**config.mk**
```make
export PLATFORM = sky130hd
export DESIGN_NAME = inputs_module
export DESIGN_NICKNAME = d
export VERILOG_FILES = /design/src/rtl/rte_io_pkg.sv /design/src/rtl/input_debounce.sv /design/src/rtl/inputs_module.sv
export SDC_FILE = /design/constraint.sdc
export NUM_CORES = 1
export LEC_CHECK = 0
export BUFFER_PORTS_ARGS = -buffer_cell sky130_fd_sc_hd__clkbuf_2
export CAP_MARGIN = 20
export CELL_PAD_IN_SITES_DETAIL_PLACEMENT = 1
export CELL_PAD_IN_SITES_GLOBAL_PLACEMENT = 2
export CORE_ASPECT_RATIO = 0.7
export CORE_MARGIN = 2
export CORE_UTILIZATION = 42
export DETAILED_ROUTE_END_ITERATION = 6
export HOLD_SLACK_MARGIN = 0.08
export PLACE_DENSITY = 0.83
export SETUP_SLACK_MARGIN = 0.4
export SYNTH_ARGS = -nofsm -noshare
export SYNTH_HDL_FRONTEND = slang
export SYNTH_SLANG_ARGS = --single-unit
```
**constraint.sdc**
```tcl
create_clock -name clk -period 11.47 [get_ports clk]
set_input_delay 1.7205 -clock clk [delete_from_list [all_inputs] [get_ports clk]]
set_output_delay 1.7205 -clock clk [all_outputs]
set_load 0.02 [all_outputs]
```
**src/rtl/rte_io_pkg.sv**
```systemverilog
// Shared constants for the RTE input/output buffer blocks.
package rte_io_pkg;

  localparam int IO_WIDTH          = 32;
  localparam int IO_ADDR_W         = $clog2(IO_WIDTH);
  localparam int DB_CYCLES_DEFAULT = 4;

  // A zero-width counter is illegal, so small debounce settings still get one bit.
  function automatic int db_cnt_width(input int cycles);
    return (cycles < 2) ? 1 : $clog2(cycles + 1);
  endfunction

endpackage

```
**src/rtl/input_debounce.sv**
```systemverilog
// Single-pin conditioner: two-flop synchroniser, stability counter and filtered
// output, with combinational rise/fall pulses aligned to the filter update edge.
module input_debounce
  import rte_io_pkg::*;
#(
  parameter int   DB_CYCLES = DB_CYCLES_DEFAULT,
  parameter logic RST_VAL   = 1'b0
) (
  input  logic clk,
  input  logic reset,
  input  logic pin,
  output logic filt,
  output logic rise,
  output logic fall
);

  localparam int              CNT_W    = db_cnt_width(DB_CYCLES);
  localparam logic [CNT_W-1:0] CNT_LAST = (DB_CYCLES == 0) ? '0 : CNT_W'(DB_CYCLES - 1);

  logic             sync1_q, sync1_d;
  logic             sync2_q, sync2_d;
  logic             filt_q,  filt_d;
  logic [CNT_W-1:0] cnt_q,   cnt_d;

  always_comb begin
    sync1_d = pin;
    sync2_d = sync1_q;
    filt_d  = filt_q;
    cnt_d   = '0;
    if (DB_CYCLES == 0) begin
      filt_d = sync2_q;
    end else if (sync2_q != filt_q) begin
      if (cnt_q == CNT_LAST) begin
        filt_d = sync2_q;
      end else begin
        cnt_d = cnt_q + 1'b1;
      end
    end
  end

  always_ff @(posedge clk or posedge reset) begin
    if (reset) begin
      sync1_q <= RST_VAL;
      sync2_q <= RST_VAL;
      filt_q  <= RST_VAL;
      cnt_q   <= '0;
    end else begin
      sync1_q <= sync1_d;
      sync2_q <= sync2_d;
      filt_q  <= filt_d;
      cnt_q   <= cnt_d;
    end
  end

  // Pulses look at the next filtered value so flags land on the same edge as filt.
  assign filt = filt_q;
  assign rise = filt_d & ~filt_q;
  assign fall = ~filt_d & filt_q;

endmodule

```
**src/rtl/inputs_module.sv**
```systemverilog
// Input buffer: debounced pins, software snapshot, sticky rise/fall flags and a
// registered single-bit read port with read-to-clear of the addressed flags.
module inputs_module
  import rte_io_pkg::*;
#(
  parameter int               WIDTH     = IO_WIDTH,
  parameter int               DB_CYCLES = DB_CYCLES_DEFAULT,
  parameter logic [WIDTH-1:0] SNAP_RST  = '0
) (
  input  logic                     clk,
  input  logic                     reset,
  input  logic [WIDTH-1:0]         in_pins,
  input  logic                     snap_en,
  input  logic                     rd_en,
  input  logic [$clog2(WIDTH)-1:0] addr,
  input  logic                     clr_edges,
  output logic                     val,
  output logic                     edge_bit,
  output logic                     rd_valid,
  output logic [WIDTH-1:0]         in_buf,
  output logic                     edge_pending
);

  localparam int ADDR_W = $clog2(WIDTH);

  logic [WIDTH-1:0] filt, rise_p, fall_p;
  logic [WIDTH-1:0] clr_mask;
  logic [WIDTH-1:0] snap_q, snap_d;
  logic [WIDTH-1:0] rise_q, rise_d;
  logic [WIDTH-1:0] fall_q, fall_d;
  logic             val_q, val_d;
  logic             edge_bit_q, edge_bit_d;
  logic             rd_valid_q, rd_valid_d;

  function automatic logic [WIDTH-1:0] bit_mask(input logic [ADDR_W-1:0] a);
    bit_mask    = '0;
    bit_mask[a] = 1'b1;
  endfunction

  for (genvar i = 0; i < WIDTH; i++) begin : g_pin
    input_debounce #(
      .DB_CYCLES (DB_CYCLES),
      .RST_VAL   (SNAP_RST[i])
    ) u_db (
      .clk   (clk),
      .reset (reset),
      .pin   (in_pins[i]),
      .filt  (filt[i]),
      .rise  (rise_p[i]),
      .fall  (fall_p[i])
    );
  end

  // New edges are OR-ed in after clearing, so a same-cycle set always survives.
  always_comb begin
    clr_mask   = {WIDTH{clr_edges}} | (rd_en ? bit_mask(addr) : '0);
    rise_d     = (rise_q & ~clr_mask) | rise_p;
    fall_d     = (fall_q & ~clr_mask) | fall_p;
    snap_d     = snap_en ? filt : snap_q;
    rd_valid_d = rd_en;
    val_d      = rd_en ? snap_q[addr] : val_q;
    edge_bit_d = rd_en ? (rise_q[addr] | fall_q[addr]) : edge_bit_q;
  end

  always_ff @(posedge clk or posedge reset) begin
    if (reset) begin
      snap_q     <= SNAP_RST;
      rise_q     <= '0;
      fall_q     <= '0;
      val_q      <= 1'b0;
      edge_bit_q <= 1'b0;
      rd_valid_q <= 1'b0;
    end else begin
      snap_q     <= snap_d;
      rise_q     <= rise_d;
      fall_q     <= fall_d;
      val_q      <= val_d;
      edge_bit_q <= edge_bit_d;
      rd_valid_q <= rd_valid_d;
    end
  end

  assign val          = val_q;
  assign edge_bit     = edge_bit_q;
  assign rd_valid     = rd_valid_q;
  assign in_buf       = snap_q;
  assign edge_pending = |(rise_q | fall_q);

endmodule

```
==> flow_summary.rst, run 1 <==
.. list-table::
   :header-rows: 1

   * - Metric
     - Value
   * - Data required, critical path
     - 9750 ps
   * - Most used flip-flop cell after synthesis
     - dfrtp_1
   * - Synthesized netlist net count
     - 946
   * - Clock insertion delay at the later pin of the skew report
     - 560 ps
   * - Clock share of power
     - 0.307
   * - CP Data Arrival Time
     - 2380 ps
   * - Total power per unit cell area
     - 236.6 nW/um^2
   * - Beginning of the worst register-to-register path
     - rise_q[30]$_DFF_PP0_
   * - Routed len/inst
     - 19.85 um
   * - Internal Power
     - 2.153 mW
   * - Met2 Track Usage GR
     - 0.2850
   * - Number of antenna violations at the first check in global routing
     - 0
   * - Hold Crit Class
     - reg -> reg
   * - Min-Delay Path Depth
     - 0
   * - Number of standard-cell rows in the floorplan
     - 50
   * - Fraction of power consumed by combinational cells
     - 0.222
   * - Number of top-level pins
     - 78
   * - Number of DRC violations after detailed-routing iteration 0
     - 460
   * - Area occupied by multi-input gates
     - 3914 um^2
   * - Least-Margin Pin Slew
     - 949.6 ps
   * - Area of the placeable core
     - 26900 um^2
   * - Minimum setup slack in the final design
     - 7374 ps
   * - Outcome
     - finished clean
   * - Library cells used by synthesis
     - 44
   * - Category of the critical setup timing path
     - reg -> out
   * - Hpwl dp
     - 18.24 mm
   * - Most congested layer reported by global routing
     - met1
   * - Resized cells post-CTS
     - 0
   * - Clock net sink count
     - 291
   * - Async SR Flop Fraction
     - 1.000
   * - Capture point of the worst reg-to-reg path
     - edge_bit$_DFFE_PP0P_
   * - Crit start category
     - register
   * - Number of fillers in the final layout
     - 2755
   * - Htree depth
     - 1
   * - Launch instance of the worst min-delay path
     - g_pin[29].u_db.sync1_q$_DFF_PP0_
   * - Maximum clock frequency
     - 244.1 MHz
   * - Synthesized area per cell
     - 13.25 um^2
   * - Fraction of the yosys area taken by sequential cells
     - 0.6305
   * - Leading cell type in the layout, fill and taps excluded
     - dfrtp_1
   * - Pins over their slew limit
     - 0
   * - Met3 demand-to-capacity share in global routing
     - 0.03241
   * - Clock slew at the register clock pins of the worst setup and hold paths
     - 60 ps
   * - Net Sw Frac
     - 0.3158
   * - Total number of nets in the final design
     - 1034
   * - Hold-fix buffer count after cts
     - 0
   * - First-pass GRT wire length
     - 42.86 mm
   * - Worst IR drop on VDD
     - 0.1559 mV
   * - Share of cells above drive strength 1
     - 0.1792
   * - Worst Hold Path EP
     - g_pin[29].u_db.sync2_q$_DFF_PP0_
   * - Quantity of I/O buffers inserted on ports
     - 77
   * - Total via count in the routed design
     - 7326
   * - Kind of end point of the critical path
     - primary output
   * - Core Util, Final
     - 0.4943
   * - Final setup viols
     - 0
   * - Max Cap Violations
     - 0
   * - Post-place setup slack
     - 7684 ps
   * - Via count of the first global-routing pass
     - 7529
   * - Pin count of the biggest net entering global routing
     - 172
   * - Chip width
     - 202.2 um
   * - Unrepaired setup endpoints after global routing
     - no
   * - Pleak
     - 6.222 nW
   * - Post-Syn Area
     - 11550 um^2
   * - Critical path fanouts, max
     - 3
   * - Grt total ovfl
     - 0
   * - Total count of hold-check failures in the final report
     - 0
   * - Met1 GRT Util
     - 0.2864
   * - Total number of yosys warnings
     - 0
   * - Clock tree root driver cell
     - clkbuf_16
   * - Die area
     - 28860 um^2
   * - Vias per Instance
     - 5.443
   * - Number of nets still failing antenna checks after routing
     - 0
   * - Final Critical Period
     - 4096 ps
   * - Height of the die
     - 142.7 um
   * - Initial core utilization
     - 0.4293
   * - Num CTS Buffers
     - 28
   * - Diode count
     - 0
   * - Number of cells on the worst reg-to-reg path
     - 5
   * - Instance count of the mapped netlist
     - 872
   * - Clk buf depth
     - 3
   * - Part of the power in registers
     - 0.471
   * - Register-to-Register Setup Slack
     - 9680 ps
   * - Portion of the clock cycle consumed by the worst path in the final layout
     - 0.3571
   * - Detailed Routing Iterations Pass 1
     - 4
   * - Fin Clk Skew
     - 14.10 ps
   * - Flip-flop and latch count after synthesis
     - 291
   * - Worst slew slack as a fraction of its limit
     - 0.3669
   * - Synth-to-layout area growth
     - 15.13%
   * - DRC viols
     - 0
   * - Setup tns final
     - 0 ps
   * - Count of flip-flops with a built-in enable after synthesis
     - 0
   * - Aggregate global-route resource usage
     - 0.1894
   * - Commonest non-fill, non-tap cells in the layout
     - dfrtp_1, clkbuf_2, inv_1, a32o_1, nor3b_1
   * - Post-CTS repair timing setup buffer count
     - 0
   * - Net Sw Power
     - 0.9936 mW
   * - Area taken by flip-flops and latches
     - 7282 um^2
   * - Final wirelength
     - 26.71 mm
   * - CTS tree
     - done
   * - Routability congestion estimate
     - 0.7980
## worst max-delay path, cell delays in order, from the launching register on
cell	delay, ps
dfrtp_1	400
nor4_1	460
nand4_1	170
or4_1	610
clkbuf_2	190
## power groups by stage
stage | logic (mW) | registers (mW) | clock network, mW
after floorplan | 0.445 | 1.48 | 0
after global placement | 0.674 | 1.49 | 0
after detailed placement | 0.702 | 1.50 | 0
after CTS | 0.709 | 1.48 | 0.991
after global routing | 0.784 | 1.51 | 1.03
final | 0.699 | 1.48 | 0.965
## Yosys cell counts, types with 2 or more instances
cell	number	share of area
nand2_1	37	0.012
o221ai_1	2	0.0015
nor3_1	36	0.016
buf_2	7	0.0030
a32o_1	64	0.055
mux4_2	11	0.021
dfrtp_1	291	0.63
and3_1	2	0.0011
o311a_1	2	0.0017
nand3_1	3	0.0013
buf_6	2	0.0019
or3b_1	4	0.0030
inv_1	65	0.021
nor2_1	6	0.0019
o211ai_1	2	0.0013
o21ai_0	36	0.016
a211oi_1	4	0.0026
mux2_2	35	0.034
nand4_1	5	0.0027
ha_1	32	0.035
nor4_1	16	0.0087
a21oi_1	33	0.014
clkbuf_1	9	0.0029
nor2b_1	46	0.025
buf_1	3	0.00097
nor3b_1	56	0.036
and3b_1	2	0.0015
o22ai_1	2	0.0011
mux2i_1	13	0.011
xnor2_1	32	0.024
## metrics by stage
| stage | cell area [um^2] | cells | hold slack, ps | power, mW |
|---|---|---|---|---|
| after floorplan | 11550 | 872 | 331.2 | 1.927 |
| after global placement | 12320 | 1294 | 332.0 | 2.165 |
| after detailed placement | 12320 | 1294 | 336.2 | 2.201 |
| after CTS | 13300 | 1346 | 342.9 | 3.184 |
| after global routing | 13300 | 1346 | 354.9 | 3.328 |
| final | 13300 | 1346 | 340.2 | 3.146 |
## cells by family (layout without fill, tap and decap cells)
family | Yosys count | after routing | share of synthesized area
AOI/OAI and AO/OA | 152 | 152 | 0.09847
muxes | 61 | 61 | 0.06911
and+or+nand+nor | 217 | 217 | 0.1123
adders and majority gates | 32 | 32 | 0.03467
DFF | 291 | 291 | 0.6305
buffers and inverters | 87 | 197 | 0.03066
xor gates and xnor gates | 32 | 32 | 0.02427
## registers in the layout (all words and copies together), names as in the netlist
register / cells
edge_bit: 1
fall_q: 32
val: 1
in_buf: 32
g_pin.u_db.sync2_q: 32
rd_valid: 1
rise_q: 32
g_pin.u_db.cnt_q: 96
g_pin.u_db.filt: 32
g_pin.u_db.sync1_q: 32
## cell type report
type                    instances  area share
clock buffers                  41     0.06323
clock inverters                11     0.01007
inverters                      65     0.01891
multi-input cells             494      0.2943
flip-flops and latches        291      0.5476
well taps                     364     0.03425
repair buffers                 80     0.03161
## worst max-delay path by stage
stage                              start              endpoint  cells after the start
global route        fall_q[11]$_DFF_PP0_          edge_pending                      4
floorplan                          reset  edge_bit$_DFFE_PP0P_                      1
CTS                 fall_q[27]$_DFF_PP0_          edge_pending                      4
finish              fall_q[27]$_DFF_PP0_          edge_pending                      4
detailed placement               addr[1]  edge_bit$_DFFE_PP0P_                      7
global placement                 addr[1]  edge_bit$_DFFE_PP0P_                      7
## layer usage
layer	wire length [um]	vias up
li1	-	3352
met4	533	0
met5	0	-
met2	11540	138
met3	1202	42
met1	13430	3794
No activity file was read; power rests on OpenSTA's default activity.
==> run 2: changes to the inputs <==
Clock period 11.47 ns to 4 ns, I/O delays scaled along.
==> run 2 against run 1 <==
Net effect:
- design area up 0.86%
- largest power group unchanged
- first-iteration DRC count increased by 9.1%
- largest cell class unchanged
- count of clock-buffer cells in the layout down 5
==> flow_summary.rst, run 2 (synthesized netlist as in run 1, its figures left out) <==
.. list-table::
   :header-rows: 1

   * - Metric
     - Value
   * - Commonest non-fill, non-tap cells in the layout
     - dfrtp_1, clkbuf_2, inv_1, a32o_1, nor3b_1
   * - Outcome
     - finished clean
   * - Unrepaired setup endpoints after global routing
     - no
   * - Hold Crit Class
     - in -> reg
   * - Area of the placeable core
     - 26900 um^2 (unchanged)
   * - Initial core utilization
     - 0.4293 (unchanged)
   * - Number of antenna violations at the first check in global routing
     - 0 (unchanged)
   * - Post-layout total power
     - 9.125 mW (+190%)
   * - Post-CTS repair timing setup buffer count
     - 0 (unchanged)
   * - Fin Clk Skew
     - 19.36 ps (+5.264 ps)
   * - Kind of end point of the critical path
     - primary output
   * - Quantity of I/O buffers inserted on ports
     - 77 (unchanged)
   * - Htree depth
     - 1 (unchanged)
   * - Worst IR drop on VDD
     - 0.3761 mV (+140%)
   * - Top reg by flops
     - g_pin.u_db.cnt_q
   * - Leading cell type in the layout, fill and taps excluded
     - dfrtp_1
   * - Routability congestion estimate
     - 0.7845 (-1.7%)
   * - Vias per Instance
     - 5.469 (+0.48%)
   * - Detailed Routing Iterations Pass 1
     - 4 (unchanged)
   * - Net Sw Frac
     - 0.3168 (+0.0009789)
   * - Pin count of the biggest net entering global routing
     - 119 (-31%)
   * - Fraction of power consumed by combinational cells
     - 0.220 (-0.002)
   * - Launch instance of the worst min-delay path
     - in_pins[13]
   * - Number of standard-cell rows in the floorplan
     - 50 (unchanged)
   * - Hpwl dp
     - 19.11 mm (+4.8%)
   * - Internal Power
     - 6.234 mW (+190%)
   * - Chip width
     - 202.2 um (unchanged)
   * - Clock net sink count
     - 291 (unchanged)
   * - Net Sw Power
     - 2.891 mW (+190%)
   * - Final Critical Period
     - 3044 ps
   * - Number of DRC violations after detailed-routing iteration 0
     - 502 (+9.1%)
   * - Height of the die
     - 142.7 um (unchanged)
   * - Setup tns final
     - 0 ps (unchanged)
   * - Worst setup path startpoint
     - fall_q[25]$_DFF_PP0_
   * - Total number of nets in the final design
     - 1040 (+0.58%)
   * - Crit start category
     - register
   * - Clock share of power
     - 0.313 (+0.006)
   * - Diode count
     - 0 (unchanged)
   * - Least-Margin Pin Slew
     - 1031 ps (+81.90 ps)
   * - Clock slew at the register clock pins of the worst setup and hold paths
     - 60 ps (about the same)
   * - Max Cap Violations
     - 0 (unchanged)
   * - Routed len/inst
     - 20.06 um (+1.1%)
   * - First-pass GRT wire length
     - 43.82 mm (+2.2%)
   * - Clock tree root driver cell
     - clkbuf_16
   * - Critical path fanouts, max
     - 3 (unchanged)
   * - Clk buf depth
     - 3 (unchanged)
   * - CTS tree
     - done
   * - Part of the power in registers
     - 0.467 (-0.004)
   * - Final wirelength
     - 27.12 mm (+1.5%)
   * - Category of the critical setup timing path
     - reg -> out
   * - Beginning of the worst register-to-register path
     - rise_q[12]$_DFF_PP0_
   * - Grt total ovfl
     - 0 (unchanged)
   * - Total power per unit cell area
     - 680.4 nW/um^2 (+190%)
   * - Number of top-level pins
     - 78 (unchanged)
   * - Core Util, Final
     - 0.4986 (+0.004232)
   * - Resized cells post-CTS
     - 0 (unchanged)
   * - Portion of the clock cycle consumed by the worst path in the final layout
     - 0.7609
   * - Synth-to-layout area growth
     - 16.12%
   * - Clock insertion delay at the later pin of the skew report
     - 560 ps (about the same)
   * - Via count of the first global-routing pass
     - 7806 (+3.7%)
   * - CP Data Arrival Time
     - 2440 ps (+60 ps)
   * - Total via count in the routed design
     - 7394 (+0.93%)
   * - Max reg flops
     - 96 (unchanged)
   * - Share of cells above drive strength 1
     - 0.1883 (+0.009033)
   * - Number of nets still failing antenna checks after routing
     - 0 (unchanged)
   * - Total count of hold-check failures in the final report
     - 0 (unchanged)
   * - Maximum clock frequency
     - 328.6 MHz
   * - Number of fillers in the final layout
     - 2752 (-0.11%)
   * - Pins over their slew limit
     - 0 (unchanged)
   * - Data required, critical path
     - 3400 ps (-6350 ps)
   * - DRC viols
     - 0 (unchanged)
   * - Die area
     - 28860 um^2 (unchanged)
   * - Final setup viols
     - 0 (unchanged)
   * - Aggregate global-route resource usage
     - 0.1943 (+0.004890)
   * - Worst slew slack as a fraction of its limit
     - 0.3093 (-0.05762)
   * - Pleak
     - 6.270 nW (+0.77%)
   * - Hold-fix buffer count after cts
     - 0 (unchanged)
   * - Num CTS Buffers
     - 29 (+3.6%)
## run 2: changes by cell type in the layout (fill, tap and decap cells not counted), sizes merged
cell | before | now
buf | 3 | 8
bufinv | 3 | 4
clkbuf | 118 | 113
clkinv | 7 | 9
clkinvlp | 0 | 3
## run 2: final cells by class
| cell class | instances | area [um^2] | area share |
|---|---|---|---|
| tap | 364 | 455.4 | 0.03396 |
| clock inverter | 17 | 205.2 | 0.01530 |
| multi-input combinational | 494 | 3914 | 0.2918 |
| inverter | 65 | 247.7 | 0.01847 |
| timing repair buffer | 85 | 495.5 | 0.03694 |
| sequential | 291 | 7282 | 0.5430 |
| clock buffer | 36 | 812.0 | 0.06055 |
## run 2: path summary, 6_finish.rpt
path / endpoint / slack, ps / cells past startpoint
worst min register to register: g_pin[2].u_db.sync2_q$_DFF_PP0_ / 350 / 0
min in group asynchronous: g_pin[30].u_db.sync1_q$_DFF_PP0_ / 170 / 2
worst min-delay path: g_pin[13].u_db.sync1_q$_DFF_PP0_ / 150 / 1
max in group asynchronous: g_pin[3].u_db.sync1_q$_DFF_PP0_ / 2780 / 3
worst max-delay path: edge_pending / 960 / 4
worst max register to register: edge_bit$_DFFE_PP0P_ / 2170 / 5
## run 2: metrics by stage
stage | setup slack, ps | hold slack [ps] | cells | cell area [um^2]
CTS | 932.0 | 126.6 | 1352 | 13410
floorplan | -461.2 | 331.2 | 872 | 11550
detailed placement | 1138 | 336.2 | 1299 | 12390
global route | 887.8 | 132.1 | 1352 | 13410
finish | 956.5 | 147.9 | 1352 | 13410
global placement | 1196 | 332.4 | 1299 | 12390
## run 2: critical path: stages, from the launching register on
cell and delay, ps:
dfrtp_1 420, nor4_1 520, nand4_1 180, or4_1 600, clkbuf_2 190
## run 2: per-layer routing
metal / vias up / wire, um / global-route usage
li1: 3361 / - / -
met3: 36 / 1606 / 0.03400
met2: 150 / 11890 / 0.2921
met1: 3847 / 13120 / 0.2926
met4: 0 / 507 / 0.04956
met5: - / 0 / 0
## run 2: power by group through the flow
stage               Combinational (mW)  Clock (mW)  Sequential [mW]
floorplan                         1.28           0             4.25
global placement                  1.93           0             4.29
detailed placement                2.02           0             4.31
CTS                               2.05        2.94             4.26
global route                      2.25        3.05             4.35
finish                            2.01        2.85             4.26
